$ cat config.mk
export PLATFORM = sky130hd
export DESIGN_NAME = ex_gcd_resp_accum
export DESIGN_NICKNAME = d
export VERILOG_FILES = /design/src/rtl/ex_gcd_resp_accum.sv
export SDC_FILE = /design/constraint.sdc
export NUM_CORES = 1
export LEC_CHECK = 0
export CORE_AREA = 2 2 105 107
export DETAILED_ROUTE_END_ITERATION = 16
export DIE_AREA = 0 0 107 109
export GPL_TIMING_DRIVEN = 0
export PLACE_DENSITY = 0.74
export SLEW_MARGIN = 20
export SYNTH_ARGS = -nofsm -noshare
export SYNTH_HDL_FRONTEND = slang
export SYNTH_SLANG_ARGS = --single-unit
$ cat constraint.sdc
create_clock -name clk -period 3.3 [get_ports clk]
set_input_delay 0.66 -clock clk [delete_from_list [all_inputs] [get_ports clk]]
set_output_delay 0.66 -clock clk [all_outputs]
set_load 0.005 [all_outputs]
$ cat src/rtl/ex_gcd_resp_accum.sv
// Consumes a GCD result stream and emits one summary (sum, max, coprime count)
// for every NUM_RESULTS accepted results, over val/rdy handshakes on both sides.
module ex_gcd_resp_accum #(
    parameter int NUM_RESULTS = 4
) (
    input  logic        clk,
    input  logic        reset,
    input  logic        req_val,
    output logic        req_rdy,
    input  logic [15:0] req_result,
    output logic        resp_val,
    input  logic        resp_rdy,
    output logic [31:0] resp_sum,
    output logic [15:0] resp_max,
    output logic [15:0] resp_ncoprime
);

    localparam int CW = $clog2(NUM_RESULTS + 1);
    localparam logic [CW-1:0] LAST = CW'(NUM_RESULTS - 1);

    typedef enum logic {ACCUM, EMIT} state_t;

    state_t        state;
    state_t        state_next;
    logic [CW-1:0] count;
    logic [31:0]   sum;
    logic [15:0]   max_val;
    logic [15:0]   ncoprime;
    logic          req_xfer;
    logic          resp_xfer;

    always_comb begin
        state_next = state;
        req_rdy    = 1'b0;
        resp_val   = 1'b0;
        case (state)
            ACCUM: begin
                req_rdy = 1'b1;
                if (req_val && (count == LAST)) begin
                    state_next = EMIT;
                end
            end
            EMIT: begin
                resp_val = 1'b1;
                if (resp_rdy) begin
                    state_next = ACCUM;
                end
            end
            default: state_next = ACCUM;
        endcase
    end

    assign req_xfer  = req_val && req_rdy;
    assign resp_xfer = resp_val && resp_rdy;

    always_ff @(posedge clk or negedge reset) begin
        if (!reset) begin
            state <= ACCUM;
        end else begin
            state <= state_next;
        end
    end

    // Running totals stay live in ACCUM and freeze in EMIT until the summary is taken.
    always_ff @(posedge clk or negedge reset) begin
        if (!reset) begin
            count    <= '0;
            sum      <= '0;
            max_val  <= '0;
            ncoprime <= '0;
        end else if (req_xfer) begin
            sum      <= sum + {16'd0, req_result};
            max_val  <= (req_result > max_val) ? req_result : max_val;
            ncoprime <= ncoprime + 16'((req_result == 16'd1) ? 1 : 0);
            count    <= (count == LAST) ? '0 : count + 1'b1;
        end else if (resp_xfer) begin
            sum      <= '0;
            max_val  <= '0;
            ncoprime <= '0;
        end
    end

    assign resp_sum      = sum;
    assign resp_max      = max_val;
    assign resp_ncoprime = ncoprime;

endmodule

==> results of run 1 <==
## cells in the mapped netlist, types with 2 or more instances
library cell and instances:
sky130_fd_sc_hd__a211oi_1 3, sky130_fd_sc_hd__a211oi_2 2, sky130_fd_sc_hd__a21o_1 4, sky130_fd_sc_hd__a21oi_1 22, sky130_fd_sc_hd__a22o_1 20, sky130_fd_sc_hd__a31oi_1 6
sky130_fd_sc_hd__and2_1 2, sky130_fd_sc_hd__and3_1 6, sky130_fd_sc_hd__buf_1 2, sky130_fd_sc_hd__buf_2 5, sky130_fd_sc_hd__clkbuf_1 6, sky130_fd_sc_hd__dfrtp_1 68
sky130_fd_sc_hd__ha_1 35, sky130_fd_sc_hd__inv_1 24, sky130_fd_sc_hd__mux2i_1 10, sky130_fd_sc_hd__nand2_1 56, sky130_fd_sc_hd__nand2b_1 5, sky130_fd_sc_hd__nand3_1 23
sky130_fd_sc_hd__nand4_1 10, sky130_fd_sc_hd__nor2_1 10, sky130_fd_sc_hd__nor3_1 4, sky130_fd_sc_hd__nor4_1 6, sky130_fd_sc_hd__nor4_2 2, sky130_fd_sc_hd__o211ai_1 13
sky130_fd_sc_hd__o211ai_2 2, sky130_fd_sc_hd__o21a_1 2, sky130_fd_sc_hd__o21ai_0 34, sky130_fd_sc_hd__o21ai_1 2, sky130_fd_sc_hd__o31ai_1 10, sky130_fd_sc_hd__xnor2_1 6
sky130_fd_sc_hd__xor2_1 7
## worst max path at each step
stage                        from           endpoint  slack (ps)  cells past startpoint
floorplan           req_result[0]       resp_sum[22]         600                     10
global placement            reset  resp_ncoprime[15]        -730                      1
detailed placement  req_result[1]       resp_sum[22]        -240                     10
CTS                 req_result[1]       resp_sum[24]         100                     10
global route        req_result[0]       resp_sum[22]           7                     11
finish              req_result[0]       resp_sum[22]         220                     11
## power by group
group | internal [mW] | leakage (nW) | switching, mW
clock | 0.373 | 0.0999 | 0.336
combinational | 1.01 | 1.26 | 1.07
sequential | 1.06 | 0.893 | 0.203
## cell usage in the layout (no fill, tap or decap), drive strengths merged, types with 2 or more instances in the layout
master	n
o21ai	36
nand3	23
xor2	7
o31ai	12
inv	25
and3	8
a21o	4
nand2	56
clkinv	2
xnor2	6
dfrtp	68
buf	9
clkbuf	17
and2	2
nor4	8
a31oi	6
clkdlybuf4s50	83
a211oi	5
a22o	20
nor2	10
nand4	10
mux2i	10
a21oi	24
nor3	4
ha	35
o211ai	15
nand2b	5
o21a	2
## final cells by class
| cell class | count | area [um^2] | area share |
|---|---|---|---|
| clock inverter | 5 | 60.06 | 0.01122 |
| clock buffer | 11 | 141.4 | 0.02641 |
| timing repair buffer | 86 | 870.8 | 0.1627 |
| sequential | 68 | 1702 | 0.3178 |
| buffer | 13 | 55.05 | 0.01028 |
| tap | 140 | 175.2 | 0.03272 |
| inverter | 24 | 90.09 | 0.01683 |
| multi-input combinational | 322 | 2260 | 0.4221 |
## critical path: cells and delay by family
kind	cells	cell delay, ps
fa+ha+maj	2	560
compound gates	4	830
buf+inv	2	540
mux	1	200
simple gates	2	550
## sequential cells by signal, indices dropped and copies added (netlist names)
register       count
count              3
resp_max          16
resp_ncoprime     16
resp_sum          32
state              1
## per-stage QoR
stage	worst slack, ps	hold slack, ps
6_report	219.5	267.8
5_1_grt	7.035	295.3
4_1_cts	102.9	278.9
3_5_place_dp	-241.5	472.8
3_3_place_gp	-732.7	465.0
2_1_floorplan	603.1	364.4
## cells by family (layout without fill, tap and decap cells)
kind of cell | Yosys count | in the layout | share of synthesized area
xor+xnor | 13 | 13 | 0.02779
mux | 10 | 10 | 0.02444
buf+inv | 37 | 139 | 0.03543
flops | 68 | 68 | 0.4154
simple gates | 131 | 131 | 0.1601
fa+ha+maj | 36 | 36 | 0.1118
compound gates | 132 | 132 | 0.2251
## routing by layer
metal | vias up | wire length, um
met5 | - | 0
met3 | 16 | 524
met4 | 0 | 176
met1 | 1785 | 4839
li1 | 1785 | -
met2 | 94 | 5240
==> out/qor.txt, run 1 <==
Status: finished, final reports clean
Final worst path period share: 0.9335
Cells along the critical path: clkdlybuf4s50_1 > ha_1 > inv_1 > fa_1 > nand2b_1 > a21oi_1 > a211oi_2 > o31ai_4 > a31oi_2 > nor4b_2 > mux2i_1
Tmin final: 3080 ps
Number of buffers between clock root and the deepest sink: 2
Placement Cell Area: 0.005140 mm^2
Maximum resistive drop on vdd: 0.4198 mV
Total number of clock tree sinks: 68
Busiest layer in global routing: met2
Area Overhead vs Synth: 30.70%
Max FO, Critical Path: 5
Critical Path End Type: register
CTS root buf: sky130_fd_sc_hd__clkbuf_8
Wire per inst: 16.12 um
Number of hold violations in the final report: 0
Register-to-register setup slack: 620 ps
Share of cells above drive strength 1: 0.07372
Cell type with the largest total area after synthesis: sky130_fd_sc_hd__dfrtp_1
Detailed-routing iteration count for the pre-antenna-repair pass: 4
GRT Overall Usage: 0.1946
Post-synthesis average cell area: 9.594 um^2
Placeable core area: 0.01060 mm^2
Max Cap Violations: 0
Share of Yosys cell area claimed by the top area cell type: 0.4154
Max Slew Vio Count: 0
Quantity of hold-fixing buffers added after cts: 0
Yosys warning total: 0
Leakage: 2.251 nW
Final RePlAce weighted congestion: 0.8870
Setup Total Neg Slack: 0 ps
First-pass GRT wire length: 17940 um
Asr flop ratio synth: 1.000
Antenna violations before repair: 0
Required time of the critical path: 3570 ps
Worst slew slack as a fraction of its limit: 0.4002
Highest Clock Rate: 324.6 MHz
Maximum single-stage delay on the critical path: 480 ps
CTS clk-pin slew, worst paths: 80 ps
Met3 Usage GRT: 0.03586
Fill cells: 987
Mapped cell area: 0.004096 mm^2
Setup-failing EPs final: 0
# Post-CTS Setup Buffers: 0
Area of all placed cells without fillers: 0.005354 mm^2
Pwr dens: 755.7 mW/mm^2
Vias in the first global route: 3683
RSZ-0062 raised after global routing: no
Floorplan die height: 109 um
Count of mapped cells out of synthesis: 427
Top_reg_cell synth: sky130_fd_sc_hd__dfrtp_1
Number of different library cells in the post-synthesis netlist: 51
Count of input and output buffers: 85
Remaining Overflow, GRT: 0
Critical setup path kind: primary input to register
Clock latency reported for the late side of the worst-skew pair: 350 ps
Least-Margin Pin Slew: 899.7 ps
Number of top-level design ports: 86
#FFs+latches synth: 68
Total wirelength of the detailed-routed design: 10780 um
Site Rows: 38
Inserted Clock Buffers: 9
Cell count after placement: 653
Reg2Reg Capture Point: resp_sum[22]
Number of vias in the routed layout: 3680
Effective utilization at floorplan: 0.3864
EDFF count, synth: 0
Post-Synthesis Net Count: 483
Dominant cells by area after synthesis: sky130_fd_sc_hd__dfrtp_1 42%, sky130_fd_sc_hd__ha_1 11%, sky130_fd_sc_hd__nand2_1 5.1%
Launch instance of the worst register-to-register path: resp_sum[0]
Worst reg2reg path depth: 10
Maximum number of pins on one net before global-route repair: 37
H-Tree Depth: 3
Clock tree from TritonCTS: yes
Horizontal die dimension: 107 um
Met1 track demand over resource in global routing: 0.2493
PnR Total Power: 4.046 mW
Arrival time reported for the critical path endpoint: 3350 ps
Layout Utilization: 0.5050
Kind of path behind the tightest hold check: primary input to async pin
Final Net Count: 580
Number of standard cells in the layout, taps in and fillers out: 669
Detail Route Antenna Nets: 0
Number of design-rule violations left by the first detailed-router iteration: 225
Post-DR vias/cell: 5.501
Total half-perimeter wirelength after legalization and detailed placement: 8216 um
Proportion of synthesized chip area in sequential cells: 0.4154
Antenna cell count: 0
Library cell contributing the largest single delay on the critical path: sky130_fd_sc_hd__clkdlybuf4s50_1
Number of resized instances in the post-cts repair step: 0
Clock Skew: 11.51 ps
Met2 usage in global routing: 0.3230
Full die area: 0.01166 mm^2
Kind of start point of the critical path: primary input
Residual DRC: 0
Note: power is estimated with default switching activity, not from simulation.
==> inputs of run 2 (changes only) <==
--- a/config.mk
+++ b/config.mk
@@ -9,6 +9,7 @@
 export DETAILED_ROUTE_END_ITERATION = 16
 export DIE_AREA = 0 0 107 109
 export GPL_TIMING_DRIVEN = 0
+export MAX_ROUTING_LAYER = met4
 export PLACE_DENSITY = 0.74
 export SLEW_MARGIN = 20
 export SYNTH_ARGS = -nofsm -noshare
==> constraint.sdc (replaced) <==
create_clock -name clk -period 3.2 [get_ports clk]
set_input_delay 0.64 -clock clk [delete_from_list [all_inputs] [get_ports clk]]
set_output_delay 0.64 -clock clk [all_outputs]
set_load 0.005 [all_outputs]
==> run 2 against run 1 <==
- first-iteration DRC count increased by 20%
- sequential power increased by 3%
- count of clock-buffer cells in the layout down 2
- sequential share of layout area down 0.49 points
- hold slack worse by 110 ps
- final area is 1.6% higher
- clock skew increased by 1.3 ps
- critical path type unchanged
- combinational power increased by 4%
- non-clock buffer count did not move
- die area unchanged
==> out/qor.txt, run 2 (synthesis results as in run 1) <==
Max Cap Violations: 0 (unchanged)
Site Rows: 38 (unchanged)
Placeable core area: 0.01060 mm^2 (unchanged)
Top library cells by usage in the layout, fill and taps aside: 83 x sky130_fd_sc_hd__clkdlybuf4s50_1, 68 x sky130_fd_sc_hd__dfrtp_1, 56 x sky130_fd_sc_hd__nand2_1, 35 x sky130_fd_sc_hd__ha_1, 34 x sky130_fd_sc_hd__o21ai_0
Clock latency reported for the late side of the worst-skew pair: 360 ps (about the same)
Clock Skew: 12.84 ps (+1.329 ps)
Number of buffers between clock root and the deepest sink: 2 (unchanged)
Total wirelength of the detailed-routed design: 10930 um (+1.4%)
Leakage: 2.289 nW (+1.7%)
Kind of path behind the tightest hold check: primary input to async pin
Number of top-level design ports: 86 (unchanged)
Layout Utilization: 0.5129 (+0.007907)
Area Overhead vs Synth: 32.74%
Max Slew Vio Count: 0 (unchanged)
Number of design-rule violations left by the first detailed-router iteration: 271 (+20%)
Horizontal die dimension: 107 um (unchanged)
Highest Clock Rate: 324.3 MHz
Wire per inst: 16.36 um (+1.5%)
Least-Margin Pin Slew: 906.6 ps (+6.840 ps)
Final Net Count: 580 (unchanged)
Top Family by Delay on Critical Path: compound AO/OA/AOI/OAI gates
Total number of clock tree sinks: 68 (unchanged)
Clock tree from TritonCTS: yes
Vias in the first global route: 3692 (+0.24%)
GRT Overall Usage: 0.2026 (+0.007953)
CTS root buf: sky130_fd_sc_hd__clkbuf_8
Post-placement setup slack: -356.7 ps (-115.2 ps)
Worst reg2reg path depth: 10 (unchanged)
Final RePlAce weighted congestion: 0.8872 (about the same)
Remaining Overflow, GRT: 0 (unchanged)
Reg2Reg Capture Point: resp_sum[22]
Library cell contributing the largest single delay on the critical path: sky130_fd_sc_hd__clkdlybuf4s50_1
Antenna violations before repair: 0 (unchanged)
Maximum number of pins on one net before global-route repair: 50 (+35%)
Residual DRC: 0 (unchanged)
Pwr dens: 811.5 mW/mm^2 (+7.4%)
# Post-CTS Setup Buffers: 0 (unchanged)
Floorplan die height: 109 um (unchanged)
Max FO, Critical Path: 5 (unchanged)
Status: finished, final reports clean
Share of cells above drive strength 1: 0.07386 (+0.0001396)
Cells along the critical path: clkdlybuf4s50_1 > ha_1 > inv_1 > fa_1 > nand2b_1 > a21oi_1 > a211oi_2 > o31ai_4 > a31oi_4 > nor4b_4 > mux2i_1
Worst Hold Slack: 157.3 ps (-110.5 ps)
Tmin final: 3084 ps
Critical Path End Type: register
Launch instance of the worst register-to-register path: resp_sum[0]
H-Tree Depth: 3 (unchanged)
Setup-failing EPs final: 0 (unchanged)
Total half-perimeter wirelength after legalization and detailed placement: 8168 um (-0.59%)
Kind of start point of the critical path: primary input
Antenna cell count: 0 (unchanged)
Count of input and output buffers: 85 (unchanged)
Area of all placed cells without fillers: 0.005438 mm^2 (+1.6%)
Post-DR vias/cell: 5.549 (+0.88%)
Effective utilization at floorplan: 0.3864 (unchanged)
Detail Route Antenna Nets: 0 (unchanged)
First-pass GRT wire length: 18020 um (+0.46%)
Final worst path period share: 0.9637
Inserted Clock Buffers: 9 (unchanged)
Worst slew slack as a fraction of its limit: 0.3956 (-0.004561)
Fill cells: 927 (-6.1%)
Detailed-routing iteration count for the pre-antenna-repair pass: 4 (unchanged)
CTS clk-pin slew, worst paths: 80 ps (about the same)
Register-to-register setup slack: 500 ps (-120 ps)
WP buf/inv: 2 (unchanged)
Most common library cell in the layout ignoring fill and taps: sky130_fd_sc_hd__clkdlybuf4s50_1
Number of hold violations in the final report: 0 (unchanged)
Placement Cell Area: 0.005147 mm^2 (+0.15%)
Number of vias in the routed layout: 3707 (+0.73%)
Maximum resistive drop on vdd: 0.4953 mV (+18%)
Full die area: 0.01166 mm^2 (unchanged)
Required time of the critical path: 3470 ps (-100 ps)
PnR Total Power: 4.413 mW (+9.1%)
Flip-flop count of the largest register after layout: 32 (unchanged)
Critical setup path kind: primary input to register
Arrival time reported for the critical path endpoint: 3350 ps (about the same)
Maximum single-stage delay on the critical path: 480 ps (about the same)
Min setup slack post-route: 116.3 ps (-103.3 ps)
## run 2: layout make-up
cell class | instances | area (um^2) | area share
tap | 140 | 175.2 | 0.03221
clock inverter | 6 | 137.6 | 0.02531
inverter | 24 | 90.09 | 0.01657
buffer | 13 | 55.05 | 0.01012
multi-input combinational | 322 | 2280 | 0.4192
clock buffer | 9 | 123.9 | 0.02278
sequential | 68 | 1702 | 0.3129
timing repair buffer | 86 | 874.6 | 0.1608
## run 2: timing repair
item | CTS | global route
pin swaps | 0 | 1
hold buffers | 0 | 0
setup endpoints to repair | 1 | 2
cloned | 0 | 0
resized for setup | 2 | 3
## run 2: layer usage
metal | global-route usage | part of all wire
met3 | 0.04065 | 0.045
met1 | 0.2543 | 0.45
met2 | 0.3294 | 0.49
met5 | - | 0
met4 | 0.06865 | 0.017
## run 2: power breakdown
part	switching, mW	internal, mW	leakage [nW]
Clock	0.348	0.595	0.129
Sequential	0.207	1.09	0.893
Combinational	1.12	1.05	1.27
## run 2: worst max-delay path by stage
stage / start / to / slack (ps) / depth (start not counted)
after floorplan: req_result[0] / resp_sum[22] / 520 / 10
after global placement: reset / resp_ncoprime[15] / -820 / 1
after detailed placement: req_result[1] / resp_sum[22] / -360 / 10
after CTS: req_result[0] / resp_sum[22] / 30 / 11
after global routing: req_result[0] / resp_sum[22] / -5 / 11
final: req_result[0] / resp_sum[22] / 120 / 11
## run 2: worst reg2reg max path, delay by kind of cell, from the launching register on
kind                     cells  cell delay, ps
buffers and inverters        1              60
flip-flops                   1             380
AO/OA/AOI/OAI                4             810
multiplexers                 1             230
adder cells (fa/ha/maj)      2             570
AND/OR/NAND/NOR              2             560
## run 2: metrics by stage
stage	setup TNS, ps	instances
floorplan	0	427
global placement	-56960	652
detailed placement	-2308	653
CTS	0	668
global route	-4.513	668
finish	0	668
